**config.mk**
```make
export PLATFORM = sky130hd
export DESIGN_NAME = fetch_scheduler_mt
export DESIGN_NICKNAME = d
export VERILOG_FILES = /design/src/rtl/fetch_scheduler_mt.sv
export SDC_FILE = /design/constraint.sdc
export NUM_CORES = 1
export LEC_CHECK = 0
export BUFFER_PORTS_ARGS = -buffer_cell sky130_fd_sc_hd__buf_2
export CAP_MARGIN = 20
export CORE_ASPECT_RATIO = 1.1
export CORE_MARGIN = 2
export CORE_UTILIZATION = 53
export DETAILED_ROUTE_END_ITERATION = 7
export GPL_TIMING_DRIVEN = 0
export MAX_ROUTING_LAYER = met4
export PLACE_DENSITY = 0.81
export SYNTH_ARGS = -nofsm -noshare
export SYNTH_HDL_FRONTEND = slang
export SYNTH_SLANG_ARGS = --single-unit
export TNS_END_PERCENT = 5
```
**constraint.sdc**
```tcl
create_clock -name clk -period 7.3 [get_ports clk]
set_input_delay 0.365 -clock clk [delete_from_list [all_inputs] [get_ports clk]]
set_output_delay 0.365 -clock clk [all_outputs]
set_load 0.05 [all_outputs]
```
**src/rtl/fetch_scheduler_mt.sv**
```systemverilog
// fetch_scheduler_mt
//   Multithreaded IF-stage front-end. Keeps one PC per hardware thread,
//   picks a runnable thread each cycle round-robin, issues the fetch to the
//   I-side (I-TLB + I-cache), and registers hits into the IF/ID register.
//   Misses, ID back-pressure, redirects and exceptions roll back or
//   overwrite the owning thread's PC.
//
// Ports
//   clk, rst                  clock, asynchronous active-high reset
//   req_valid/pc/thread       registered fetch request to the I-side
//   rsp_miss, rsp_instr       I-side result in the same cycle as req_valid
//   fill_en/fill_thread       miss serviced, clears that thread's stall
//   redirect_en/thread/pc     control-flow redirect from a later stage
//   exc_en/exc_thread         exception, thread restarts at EXC_PC
//   id_ready                  ID accepts a new instruction this cycle
//   id_valid/pc/instr/thread  IF/ID register
//   stalled                   per-thread stall bits
module fetch_scheduler_mt #(
  parameter int              N_THREADS = 4,
  parameter int              XLEN      = 32,
  parameter logic [XLEN-1:0] RESET_PC  = 32'h0000_1000,
  parameter logic [XLEN-1:0] EXC_PC    = 32'h0000_2000,
  localparam int             TW        = (N_THREADS > 1) ? $clog2(N_THREADS) : 1
) (
  input  logic                 clk,
  input  logic                 rst,
  output logic                 req_valid,
  output logic [XLEN-1:0]      req_pc,
  output logic [TW-1:0]        req_thread,
  input  logic                 rsp_miss,
  input  logic [XLEN-1:0]      rsp_instr,
  input  logic                 fill_en,
  input  logic [TW-1:0]        fill_thread,
  input  logic                 redirect_en,
  input  logic [TW-1:0]        redirect_thread,
  input  logic [XLEN-1:0]      redirect_pc,
  input  logic                 exc_en,
  input  logic [TW-1:0]        exc_thread,
  input  logic                 id_ready,
  output logic                 id_valid,
  output logic [XLEN-1:0]      id_pc,
  output logic [XLEN-1:0]      id_instr,
  output logic [TW-1:0]        id_thread,
  output logic [N_THREADS-1:0] stalled
);

  logic [XLEN-1:0]      pc_q [N_THREADS];
  logic [XLEN-1:0]      pc_d [N_THREADS];
  logic [N_THREADS-1:0] stalled_q, stalled_d;
  logic [TW-1:0]        last_q, last_d;
  logic                 req_valid_q, req_valid_d;
  logic [XLEN-1:0]      req_pc_q, req_pc_d;
  logic [TW-1:0]        req_thread_q, req_thread_d;
  logic                 id_valid_q, id_valid_d;
  logic [XLEN-1:0]      id_pc_q, id_pc_d;
  logic [XLEN-1:0]      id_instr_q, id_instr_d;
  logic [TW-1:0]        id_thread_q, id_thread_d;

  logic [N_THREADS-1:0] eligible;
  logic                 grant_found;
  logic [TW-1:0]        grant_thread;
  logic                 grant;
  logic                 killed;
  logic                 rollback;
  logic                 set_stall;

  // A thread may be picked only if it is not waiting on a miss, has no
  // request already in flight, and is not being overwritten this cycle.
  always_comb begin
    eligible = '0;
    for (int t = 0; t < N_THREADS; t++) begin
      eligible[t] = !stalled_q[t]
                 && !(req_valid_q && (req_thread_q == TW'(t)))
                 && !(exc_en && (exc_thread == TW'(t)))
                 && !(redirect_en && (redirect_thread == TW'(t)));
    end
  end

  // Round-robin search starting one past the last granted thread.
  always_comb begin : p_search
    logic [TW-1:0] cand;
    grant_found  = 1'b0;
    grant_thread = '0;
    cand         = '0;
    for (int i = 1; i <= N_THREADS; i++) begin
      cand = TW'((int'(last_q) + i) % N_THREADS);
      if (!grant_found && eligible[cand]) begin
        grant_found  = 1'b1;
        grant_thread = cand;
      end
    end
  end

  assign grant  = id_ready && grant_found;
  assign killed = (exc_en && (exc_thread == req_thread_q))
               || (redirect_en && (redirect_thread == req_thread_q));

  always_comb begin
    for (int t = 0; t < N_THREADS; t++) pc_d[t] = pc_q[t];
    stalled_d    = stalled_q;
    last_d       = last_q;
    req_valid_d  = 1'b0;
    req_pc_d     = req_pc_q;
    req_thread_d = req_thread_q;
    id_valid_d   = id_valid_q;
    id_pc_d      = id_pc_q;
    id_instr_d   = id_instr_q;
    id_thread_d  = id_thread_q;
    rollback     = 1'b0;
    set_stall    = 1'b0;

    if (grant) begin
      req_valid_d  = 1'b1;
      req_pc_d     = pc_q[grant_thread];
      req_thread_d = grant_thread;
      last_d       = grant_thread;
    end

    if (req_valid_q) begin
      if (killed) begin
        id_valid_d = 1'b0;
      end else if (rsp_miss) begin
        set_stall  = 1'b1;
        rollback   = 1'b1;
        id_valid_d = 1'b0;
      end else if (id_ready) begin
        id_valid_d  = 1'b1;
        id_pc_d     = req_pc_q;
        id_instr_d  = rsp_instr;
        id_thread_d = req_thread_q;
      end else begin
        // ID is full: replay this fetch later, keep the IF/ID contents.
        rollback = 1'b1;
      end
    end else if (id_ready) begin
      id_valid_d = 1'b0;
    end

    // Later assignments win: grant < rollback < redirect < exception.
    // The granted thread is never the in-flight one, so grant and
    // rollback never touch the same PC.
    for (int t = 0; t < N_THREADS; t++) begin
      if (grant && (grant_thread == TW'(t)))          pc_d[t] = pc_q[t] + XLEN'(4);
      if (rollback && (req_thread_q == TW'(t)))       pc_d[t] = req_pc_q;
      if (redirect_en && (redirect_thread == TW'(t))) pc_d[t] = redirect_pc;
      if (exc_en && (exc_thread == TW'(t)))           pc_d[t] = EXC_PC;
      if (fill_en && (fill_thread == TW'(t)))         stalled_d[t] = 1'b0;
      if (set_stall && (req_thread_q == TW'(t)))      stalled_d[t] = 1'b1;
      if (exc_en && (exc_thread == TW'(t)))           stalled_d[t] = 1'b0;
    end
  end

  always_ff @(posedge clk or posedge rst) begin
    if (rst) begin
      for (int t = 0; t < N_THREADS; t++) pc_q[t] <= RESET_PC;
      stalled_q    <= '0;
      last_q       <= TW'(N_THREADS - 1);
      req_valid_q  <= 1'b0;
      req_pc_q     <= '0;
      req_thread_q <= '0;
      id_valid_q   <= 1'b0;
      id_pc_q      <= '0;
      id_instr_q   <= '0;
      id_thread_q  <= '0;
    end else begin
      for (int t = 0; t < N_THREADS; t++) pc_q[t] <= pc_d[t];
      stalled_q    <= stalled_d;
      last_q       <= last_d;
      req_valid_q  <= req_valid_d;
      req_pc_q     <= req_pc_d;
      req_thread_q <= req_thread_d;
      id_valid_q   <= id_valid_d;
      id_pc_q      <= id_pc_d;
      id_instr_q   <= id_instr_d;
      id_thread_q  <= id_thread_d;
    end
  end

  assign req_valid  = req_valid_q;
  assign req_pc     = req_pc_q;
  assign req_thread = req_thread_q;
  assign id_valid   = id_valid_q;
  assign id_pc      = id_pc_q;
  assign id_instr   = id_instr_q;
  assign id_thread  = id_thread_q;
  assign stalled    = stalled_q;

endmodule

```
Yosys cells after proc, flatten, opt, wreduce, memory -nomap -nowiden
Cells that the tools add are included.
{ "classes": {"muxes": 60, "n_lt_le_gt_ge": 5, "eq_ne": 17, "add_sub_neg": 8, "bitwise": 3, "n_reduce_logical": 83} }
{ "ops": {"columns": ["cell", "count"], "rows": [
  ["$mux W32", 18],
  ["$add A32 B3 Y32 const B", 4],
  ["$bmux W32 S2", 1],
  ["$logic_and A1 B1 Y1", 46],
  ["$mux W1", 33],
  ["$eq A2 B2 Y1 const B", 10],
  ["$logic_not A1 Y1", 19],
  ["$reduce_bool A4 Y1", 4],
  ["$reduce_bool A3 Y1", 5],
  ["$lt A2 B3 Y1 const B", 4],
  ["$eq A2 B1 Y1 const B", 5],
  ["$logic_not A2 Y1", 5],
  ["$bmux W1 S2", 4],
  ["$mux W2", 4],
  ["$add A2 B1 Y2 const B", 2],
  ["$add A2 B2 Y2 const B", 2],
  ["$eq A2 B2 Y1", 2],
  ["$reduce_and A4 Y1", 1],
  ["$ge A3 B3 Y1 const B", 1],
  ["$not A2 Y3", 1],
  ["$not A1 Y1", 2],
  ["$reduce_and A2 Y1", 1],
  ["$reduce_bool A2 Y1", 1],
  ["$logic_or A1 B1 Y1", 1]
]} }
{ "totals": {"out_inout_bits": 106, "in_bits": 77, "elab_cells": 192, "register_bits": 236} }

Depth between registers and ports, before layout
Gate-level depths: netlist of run 1.
{ "logic_depth": {"depth_word": 24, "ltp_mapped": 12, "depth_no_buf": 8} }

Least setup slack after synthesis of run 1
No wires, ideal clock.
{ "synth_path": {"kind": "reg-to-reg", "startpoint": "register req_thread_q[0] (netlist: req_thread[0])", "endpoint": "register pc_q[47] (netlist name)", "period_less_slack_ns": 2.921, "required_ns": 7.162, "setup_time_ns": 0.138, "path_buffers": 4, "slack_ns": 4.379, "stages_incl_launch_ff": 11, "arrival_time_ns": 2.784, "path_cell_list": "dfrtp_1 buf_2 and3b_1 or4_4 a221o_1 buf_4 o211a_4 buf_4 buf_4 nand2_1 o41ai_2"} }
{ "synth_between": {"elab_chain_cells": 21, "word_cells_on_any_way": 61} }
{ "synth_rtl": {"columns": ["element", "line", "rtl"], "rows": [
  ["from (decl)", "53", "logic [TW-1:0] req_thread_q, req_thread_d;"],
  ["from (signal assigned)", "171", "req_thread_q <= req_thread_d;"],
  ["$eq A2 B1 Y1 (tied with other cells)", "73", "&& !(req_valid_q && (req_thread_q == TW'(t)))"],
  ["$logic_and A1 B1 Y1", "73", null],
  ["$logic_not A1 Y1", "73", null],
  ["$logic_and A1 B1 Y1", "73", null],
  ["$logic_and A1 B1 Y1", "74", "&& !(exc_en && (exc_thread == TW'(t)))"],
  ["$logic_and A1 B1 Y1", "75", "&& !(redirect_en && (redirect_thread == TW'(t)));"],
  ["$bmux W1 S2", "87", "if (!grant_found && eligible[cand]) begin"],
  ["$mux W1 (not written as such)", "87", null],
  ["[5 not listed]", null, null],
  ["$logic_and A1 B1 Y1", "87", null],
  ["$mux W1", "87", null],
  ["$logic_not A1 Y1", "87", null],
  ["$logic_and A1 B1 Y1", "87", null],
  ["$mux W2 / $mux W1 (equally long branches)", "87", null],
  ["$eq A2 B2 Y1 / $logic_and A1 B1 Y1 (equally long branches)", "143, 94", null],
  ["$logic_and A1 B1 Y1", "143", "if (grant && (grant_thread == TW'(t))) pc_d[t] = pc_q[t] + XLEN'(4);"],
  ["$reduce_bool A4 Y1 (no line)", null, null],
  ["to (decl)", "47", "logic [XLEN-1:0] pc_q [N_THREADS];"]
]} }
Parallel ways exist; a longest one is shown, timed or not. The select of a mux whose other input is x is not followed.
A chain may end at the register's enable or synchronous reset.

Worst setup path in the final report of run 1
{ "layout_path": {"startpoint": "register req_thread_q[1] (netlist: req_thread[1])", "endpoint": "register req_pc_q[29] (netlist: req_pc[29])"} }
{ "layout_between": {"elab_chain_cells": 22, "word_cells_on_any_way": 51} }
{ "layout_rtl": {"columns": ["element", "line", "rtl"], "rows": [
  ["$eq A2 B1 Y1 (tied with other cells)", "73", null],
  ["$logic_and A1 B1 Y1", "73", null],
  ["$logic_not A1 Y1", "73", null],
  ["$logic_and A1 B1 Y1", "73", null],
  ["$logic_and A1 B1 Y1", "74", null],
  ["$logic_and A1 B1 Y1", "75", null],
  ["$bmux W1 S2", "87", null],
  ["$mux W1 (not written as such)", "87", null],
  ["[5 not listed]", null, null],
  ["$logic_and A1 B1 Y1", "87", null],
  ["$mux W1", "87", null],
  ["$logic_not A1 Y1", "87", null],
  ["$logic_and A1 B1 Y1", "87", null],
  ["$mux W2", "87", null],
  ["$not A2 Y3 (not written as such)", "114", "req_pc_d = pc_q[grant_thread];"],
  ["$bmux W32 S2", "114", null],
  ["$mux W32 (not written as such) (2 in a row)", "114", null],
  ["to (signal assigned)", "170", "req_pc_q <= req_pc_d;"],
  ["to (decl)", "52", "logic [XLEN-1:0] req_pc_q, req_pc_d;"]
]} }
Parallel ways exist; a longest one is shown, timed or not. The select of a mux whose other input is x is not followed.

==> results by group, run 1 <==
Min path
  • Min-Delay Startpoint: rsp_instr[19]
  • Hold Crit Class: in -> reg

Detailed routing
  • Starting DRT DRC Count: 1952
  • Routed via count: 15005
  • Router iterations before antenna repair: 6
  • WL/cell: 25.6 um
  • Vias per cell: 6.91
  • Residual DRC: 0
  • Final WL: 55600 um
  • Antenna Nets Post-Route: 0

Synth
  • Mapped Cells: 1582
  • Post-synth EDFFs: 0
  • Cell accounting for the most synthesized area: dfrtp_1
  • Main synth FF type: dfrtp_1
  • Register bit total from synthesis: 236
  • Async SR Flop Fraction: 1.00
  • Register area share after synthesis: 0.411
  • Synth top area share: 0.400
  • Synth cell types: 74
  • Avg Cell Area, Syn: 9.10 sq um
  • Ranking of synthesized cells by area: dfrtp_1, mux2i_1, mux2_2
  • Post-synth net total: 1663
  • Synth warnings: 0
  • Mapped Area: 14400 sq um

Layout
  • Fin area: 16800 sq um
  • FF+latch area: 5910 sq um
  • Area occupied by multi-input gates: 7840 sq um
  • # nets final: 1873
  • Area delta synth->final: 16.4%
  • Share of layout cells above drive strength 1: 0.195
  • Post-layout instance count excluding filler cells: 2171
  • Number of fill cells in the layout: 2278

Die
  • Core Footprint: 26900 sq um
  • Ports: 183
  • Die Span Y: 177 um
  • Die span in x: 161 um
  • # rows: 63
  • Initial Util: 0.536
  • Die ar.: 28500 sq um

Global route
  • Grt ovf: 0
  • GR Util met3: 0.0888
  • Global route hottest layer: met2
  • First-pass GRT wire length: 84300 um
  • GRT Total Usage: 0.397
  • Met1 usage in global routing: 0.497
  • Met2 Use GR: 0.599
  • Vias in the first global route: 14416
  • Initial antenna violation count: 0
  • Largest net degree at the start of global routing: 110

Timing
  • Final hold slack: 46.7 ps
  • Slew @ Worst Pin: 1040 ps
  • Crit path time final: 3320 ps
  • Final setup viols: 0
  • Slew margin rel.: 0.307
  • Skew final: 13.7 ps
  • Unrepaired setup endpoints after global routing: no
  • Fin. Hold Viols: 0
  • Final TNS setup: 0 ps
  • Tcrit/Tclk final: 0.455
  • Fmax: 0.301 GHz
  • Final WS setup: 3980 ps
  • Max-slew violation count: 0

Clock tree
  • Reg clk slew, reported paths: 60 ps
  • Clock Latency Late Sink: 550 ps
  • CTS tree: built
  • CTS Sinks: 236
  • Deepest clock path buffer count: 3
  • CTS root buffer: clkbuf_16
  • H-Tree Depth: 1
  • Cts bufs inserted: 27

Critical path
  • Critical-path maximum fanout: 10
  • Worst setup SP type: register
  • CP Class: reg -> reg
  • WP data arrival: 3730 ps
  • RR Startpoint: req_thread[1]$_DFFE_PP0P_
  • Crit end category: register
  • CP Data Required Time: 7710 ps
  • CP Launch Point: req_thread[1]$_DFFE_PP0P_

Power and ir drop
  • Sequential power share: 0.323
  • Internal power: 4.33 mW
  • Combinational Power Share: 0.509
  • Pwr Density: 523 nW/um^2
  • Pleak: 7.35 nW
  • Switching power: 4.44 mW
  • Clk pwr share: 0.168
  • Sw Ratio: 0.506
  • Worst VDD drop: 0.351 mV

Placement
  • Cell Area, Placed: 15800 sq um
  • Placed insts: 2119
  • Routability cong.: 1.05
  • Placement Setup Slack: 3870 ps
  • HPWL after DPL: 40800 um
  • IO Port Bufs: 178

Flow run
  • # Max-Cap Violations: 0

Outcome
  • Status: finished clean
==> registers in the layout (all words and copies together) (netlist names), 2 cells and up <==
register    cells
req_pc         32
id_pc          32
req_thread      2
stalled         4
id_instr       32
id_thread       2
last_q          2
pc_q          128
==> area by class of cell <==
| cell class | count | share of cell area |
|---|---|---|
| Buffer | 134 | 0.0352 |
| Sequential cell | 236 | 0.353 |
| Clock buffer | 36 | 0.0441 |
| Multi-Input combinational cell | 1196 | 0.468 |
| Clock inverter | 14 | 0.0124 |
| Tap cell | 357 | 0.0266 |
| Timing Repair Buffer | 181 | 0.0570 |
| Inverter | 16 | 0.00403 |
| Antenna cell | 1 | 0.000149 |
==> final timing paths <==
| check | slack [ps] | depth (start not counted) | to |
|---|---|---|---|
| max | 3980 | 10 | req_pc[29]$_DFFE_PP0P_ |
| min | 50 | 2 | id_instr[19]$_DFFE_PP0P_ |
| max reg2reg | 3980 | 10 | req_pc[29]$_DFFE_PP0P_ |
| min reg2reg | 500 | 1 | id_instr[6]$_DFFE_PP0P_ |
| max in group asynchronous | 5690 | 5 | pc_q[39]$_DFFE_PP0P_ |
| min in group asynchronous | 360 | 3 | pc_q[90]$_DFFE_PP0P_ |
==> timing repair <==
action / in CTS / in global routing
setup buffers: 0 / 0
resized for setup: 0 / 0
hold buffers: 1 / 0
endpoints found under the setup margin: 0 / 0
endpoints found under the hold margin: 52 / 0
==> critical path, cell delays in order (launching register included) <==
cell and delay [ps]:
dfrtp_1 480, buf_2 250, nor3b_1 110, nor4_1 390, o22ai_2 170, a221oi_2 500, buf_2 430, buf_2 400
nor2_1 70, a21oi_1 220, o221ai_1 150
==> per-layer routing <==
| layer | share of wire | wire length (um) |
|---|---|---|
| met4 | 0.078 | 4340 |
| met3 | 0.12 | 6430 |
| met2 | 0.43 | 23900 |
| met5 | 0 | 0 |
| met1 | 0.38 | 21000 |
==> metrics by stage <==
step / util / power, mW
detailed placement: 0.588 / 7.16
floorplan: - / 5.73
global route: 0.624 / 9.14
finish: 0.624 / 8.77
CTS: 0.624 / 8.63
global placement: 0.586 / 7.04
==> synth_stat cells, drive strengths merged, types with 44 or more instances <==
cell type and number:
clkbuf 90, a21oi 145, nand2 172, buf 44, nor2 120, o21ai 75, dfrtp 230, a211oi 65
mux2i 80, mux2 66, nand3 48, o221ai 59
==> layout by cell type (no fill, tap or decap), drive strengths merged, types with 7 or more instances in the layout <==
cell type / n
dfrtp: 230
nand3: 48
and3b: 7
buf: 224
a211oi: 65
a31oi: 19
xnor2: 39
nor2: 120
a21oi: 145
o22ai: 12
nand4: 23
nand2: 172
inv: 17
and2: 11
nor3: 18
o31ai: 26
and4: 11
and3: 31
o22a: 21
mux2: 66
o211ai: 15
mux2i: 80
xor2: 34
o221ai: 59
clkbuf: 126
o21ai: 75
==> cells by family (layout without fill, tap and decap cells) <==
kind of cell    after synthesis  after routing  share of synthesized area
compound gates              485            485                      0.227
xor+xnor                     73             73                     0.0444
fa+ha+maj                     4              4                    0.00347
buf+inv                     150            381                     0.0451
flops                       236            236                      0.411
mux                         146            146                      0.107
other cells                   0              1                          0
simple gates                488            488                      0.162
==> power groups by stage <==
stage,clock network (mW),logic (mW),registers [mW]
2_1_floorplan,0,2.35,3.38
3_3_place_gp,0,4.28,2.76
3_5_place_dp,0,4.37,2.78
4_1_cts,1.48,4.39,2.77
5_1_grt,1.53,4.74,2.87
6_report,1.47,4.46,2.83
No activity file was read; power rests on OpenSTA's default activity.
==> run 2: changes to the inputs <==
clock period = 2.95 ns   (was 7.3 ns; I/O delays follow)
==> results by group, run 2 (same netlist as run 1, synthesis figures left out) <==
Power and ir drop
  • Tot Pwr: 22.8 mW (+160%)
  • Pleak: 7.66 nW (+4.2%)
  • Pwr Density: 1290 nW/um^2 (+150%)
  • Worst VDD drop: 0.929 mV (+160%)

Global route
  • Vias in the first global route: 14572 (+1.1%)
  • First-pass GRT wire length: 90000 um (+6.8%)
  • Initial antenna violation count: 1 (+1)
  • Largest net degree at the start of global routing: 44 (-60%)
  • GRT Total Usage: 0.432 (+0.0348)
  • Grt ovf: 0 (unchanged)

Timing
  • Max-slew violation count: 0 (unchanged)
  • Skew final: 12.7 ps (-1.01 ps)
  • Slew @ Worst Pin: 1130 ps (+95.5 ps)
  • Final WS setup: -99.5 ps (-4080 ps)
  • Tcrit/Tclk final: 1.03 (+0.578)
  • Crit path time final: 3050 ps (-275 ps)
  • Fmax: 0.328 GHz (+9.0%)
  • Final setup viols: 29 (+29)
  • Unrepaired setup endpoints after global routing: yes
  • Slew margin rel.: 0.245 (-0.0622)
  • Fin. Hold Viols: 0 (unchanged)
  • Final TNS setup: -1830 ps (-1830 ps)

Critical path
  • Most frequent CP cell: clkbuf_1
  • Worst setup SP type: register
  • WP data arrival: 3470 ps (-260 ps)
  • Critical-path maximum fanout: 10 (unchanged)
  • Crit end category: register
  • CP max stage cell: or4_1
  • CP Class: reg -> reg
  • CP Data Required Time: 3370 ps (-4340 ps)
  • Cells along the critical path: xnor2_1 > and3_1 > or4_1 > clkbuf_1 > and2_1 > clkbuf_1 > o21ai_2 > buf_4 > buf_2 > a21oi_1
  • Max incr delay on CP: 570 ps (+70 ps)

Die
  • Initial Util: 0.536 (unchanged)
  • Ports: 183 (unchanged)
  • Die span in x: 161 um (unchanged)
  • # rows: 63 (unchanged)
  • Core Footprint: 26900 sq um (unchanged)
  • Die Span Y: 177 um (unchanged)
  • Die ar.: 28500 sq um (unchanged)

Detailed routing
  • Routed via count: 15071 (+0.44%)
  • Antenna Nets Post-Route: 0 (unchanged)
  • Vias per cell: 6.79 (-1.7%)
  • Router iterations before antenna repair: 5 (-1)
  • Residual DRC: 0 (unchanged)
  • Starting DRT DRC Count: 1832 (-6.1%)
  • WL/cell: 27.4 um (+6.9%)
  • Final WL: 60800 um (+9.3%)

Layout
  • Share of layout cells above drive strength 1: 0.215 (+0.0197)
  • Largest register FFs: 128 (unchanged)
  • Largest Register: pc_q
  • Post-layout instance count excluding filler cells: 2219 (+2.2%)
  • Area delta synth->final: 22.4%
  • FF+latch area: 5920 sq um (about the same)
  • Number of fill cells in the layout: 2224 (-2.4%)
  • Most frequent cells in the layout: dfrtp_1, buf_2, nand2_1, a21oi_1, nor2_1
  • Most common cell after layout, fill and taps aside: dfrtp_1
  • # nets final: 1925 (+2.8%)
  • Area occupied by multi-input gates: 7990 sq um (+1.9%)
  • Fin area: 17600 sq um (+5.2%)

Clock tree
  • Post-CTS Setup Repair Bufs: 0 (unchanged)
  • Reg clk slew, reported paths: 60 ps (about the same)
  • Cts bufs inserted: 27 (unchanged)
  • CTS tree: built
  • Deepest clock path buffer count: 3 (unchanged)
  • CTS Sinks: 236 (unchanged)
  • Clock Latency Late Sink: 550 ps (about the same)
  • CTS root buffer: clkbuf_16
  • H-Tree Depth: 1 (unchanged)

Placement
  • Cell Area, Placed: 15900 sq um (+0.51%)
  • Placed insts: 2124 (+0.24%)
  • HPWL after DPL: 44200 um (+8.2%)
  • Routability cong.: 1.01 (-4.3%)
  • IO Port Bufs: 178 (unchanged)

Outcome
  • Status: complete, but fails checks
  • Failing checks: negative setup slack

Flow run
  • # Max-Cap Violations: 0 (unchanged)

Min path
  • Hold Crit Class: in -> reg
run 2: metrics by stage:
stage | worst slack (ps) | hold slack, ps | util
finish | -99.5 | 9.92 | 0.656
floorplan | -284 | 293 | -
CTS | -77.0 | 0.265 | 0.651
detailed placement | -345 | 225 | 0.591
global placement | -1850 | 378 | 0.586
global route | -162 | 10.2 | 0.656
run 2: final cells by class:
| class | instances | area share |
|---|---|---|
| Clock inverter | 14 | 0.0172 |
| Inverter | 16 | 0.00362 |
| Tap cell | 357 | 0.0253 |
| Multi-Input combinational cell | 1196 | 0.453 |
| Clock buffer | 32 | 0.0405 |
| Sequential cell | 236 | 0.335 |
| Antenna cell | 1 | 0.000142 |
| Buffer | 132 | 0.0375 |
| Timing Repair Buffer | 235 | 0.0869 |
run 2: path summary, 6_finish.rpt:
path                                               to  cells after the start                       from  slack, ps
worst max-delay path             pc_q[87]$_DFFE_PP0P_                     10  req_thread[0]$_DFFE_PP0P_       -100
worst min-delay path             pc_q[82]$_DFFE_PP0P_                      3            redirect_pc[18]         10
worst max register to register   pc_q[87]$_DFFE_PP0P_                     10  req_thread[0]$_DFFE_PP0P_       -100
worst min register to register  id_pc[17]$_DFFE_PP0P_                      1      id_pc[17]$_DFFE_PP0P_        500
max in group asynchronous        pc_q[22]$_DFFE_PP0P_                      6                        rst       1630
min in group asynchronous        pc_q[70]$_DFFE_PP0P_                      3                        rst        210
run 2: per-layer routing:
| layer | part of all wire | track usage | up-vias | wire length, um |
|---|---|---|---|---|
| met4 | 0.077 | 0.274 | 0 | 4680 |
| met2 | 0.45 | 0.661 | 1046 | 27200 |
| met3 | 0.099 | 0.0616 | 263 | 5990 |
| li1 | - | - | 6401 | - |
| met5 | 0 | - | - | 0 |
| met1 | 0.38 | 0.541 | 7361 | 23000 |
run 2: repair_timing:
item,4_1_cts,5_1_grt
pin swaps,1,1
resized for setup,34,41
hold buffers,50,0
setup endpoints to repair,132,193
hold endpoints to repair,68,0
run 2: power breakdown:
group | internal (mW) | leakage, nW | switching (mW) | total, mW
sequential | 4.78 | 2.92 | 2.31 | 7.09
combinational | 4.11 | 4.26 | 7.63 | 11.7
clock | 2.50 | 0.486 | 1.45 | 3.94
total | 11.4 | 7.66 | 11.4 | 22.8
run 2: critical path, delay by kind of cell, from the launching register on:
| kind | cells | cell delay, ps |
|---|---|---|
| buffers and inverters | 4 | 980 |
| and+or+nand+nor | 3 | 980 |
| DFF | 1 | 450 |
| xor gates and xnor gates | 1 | 180 |
| AOI/OAI and AO/OA | 2 | 310 |
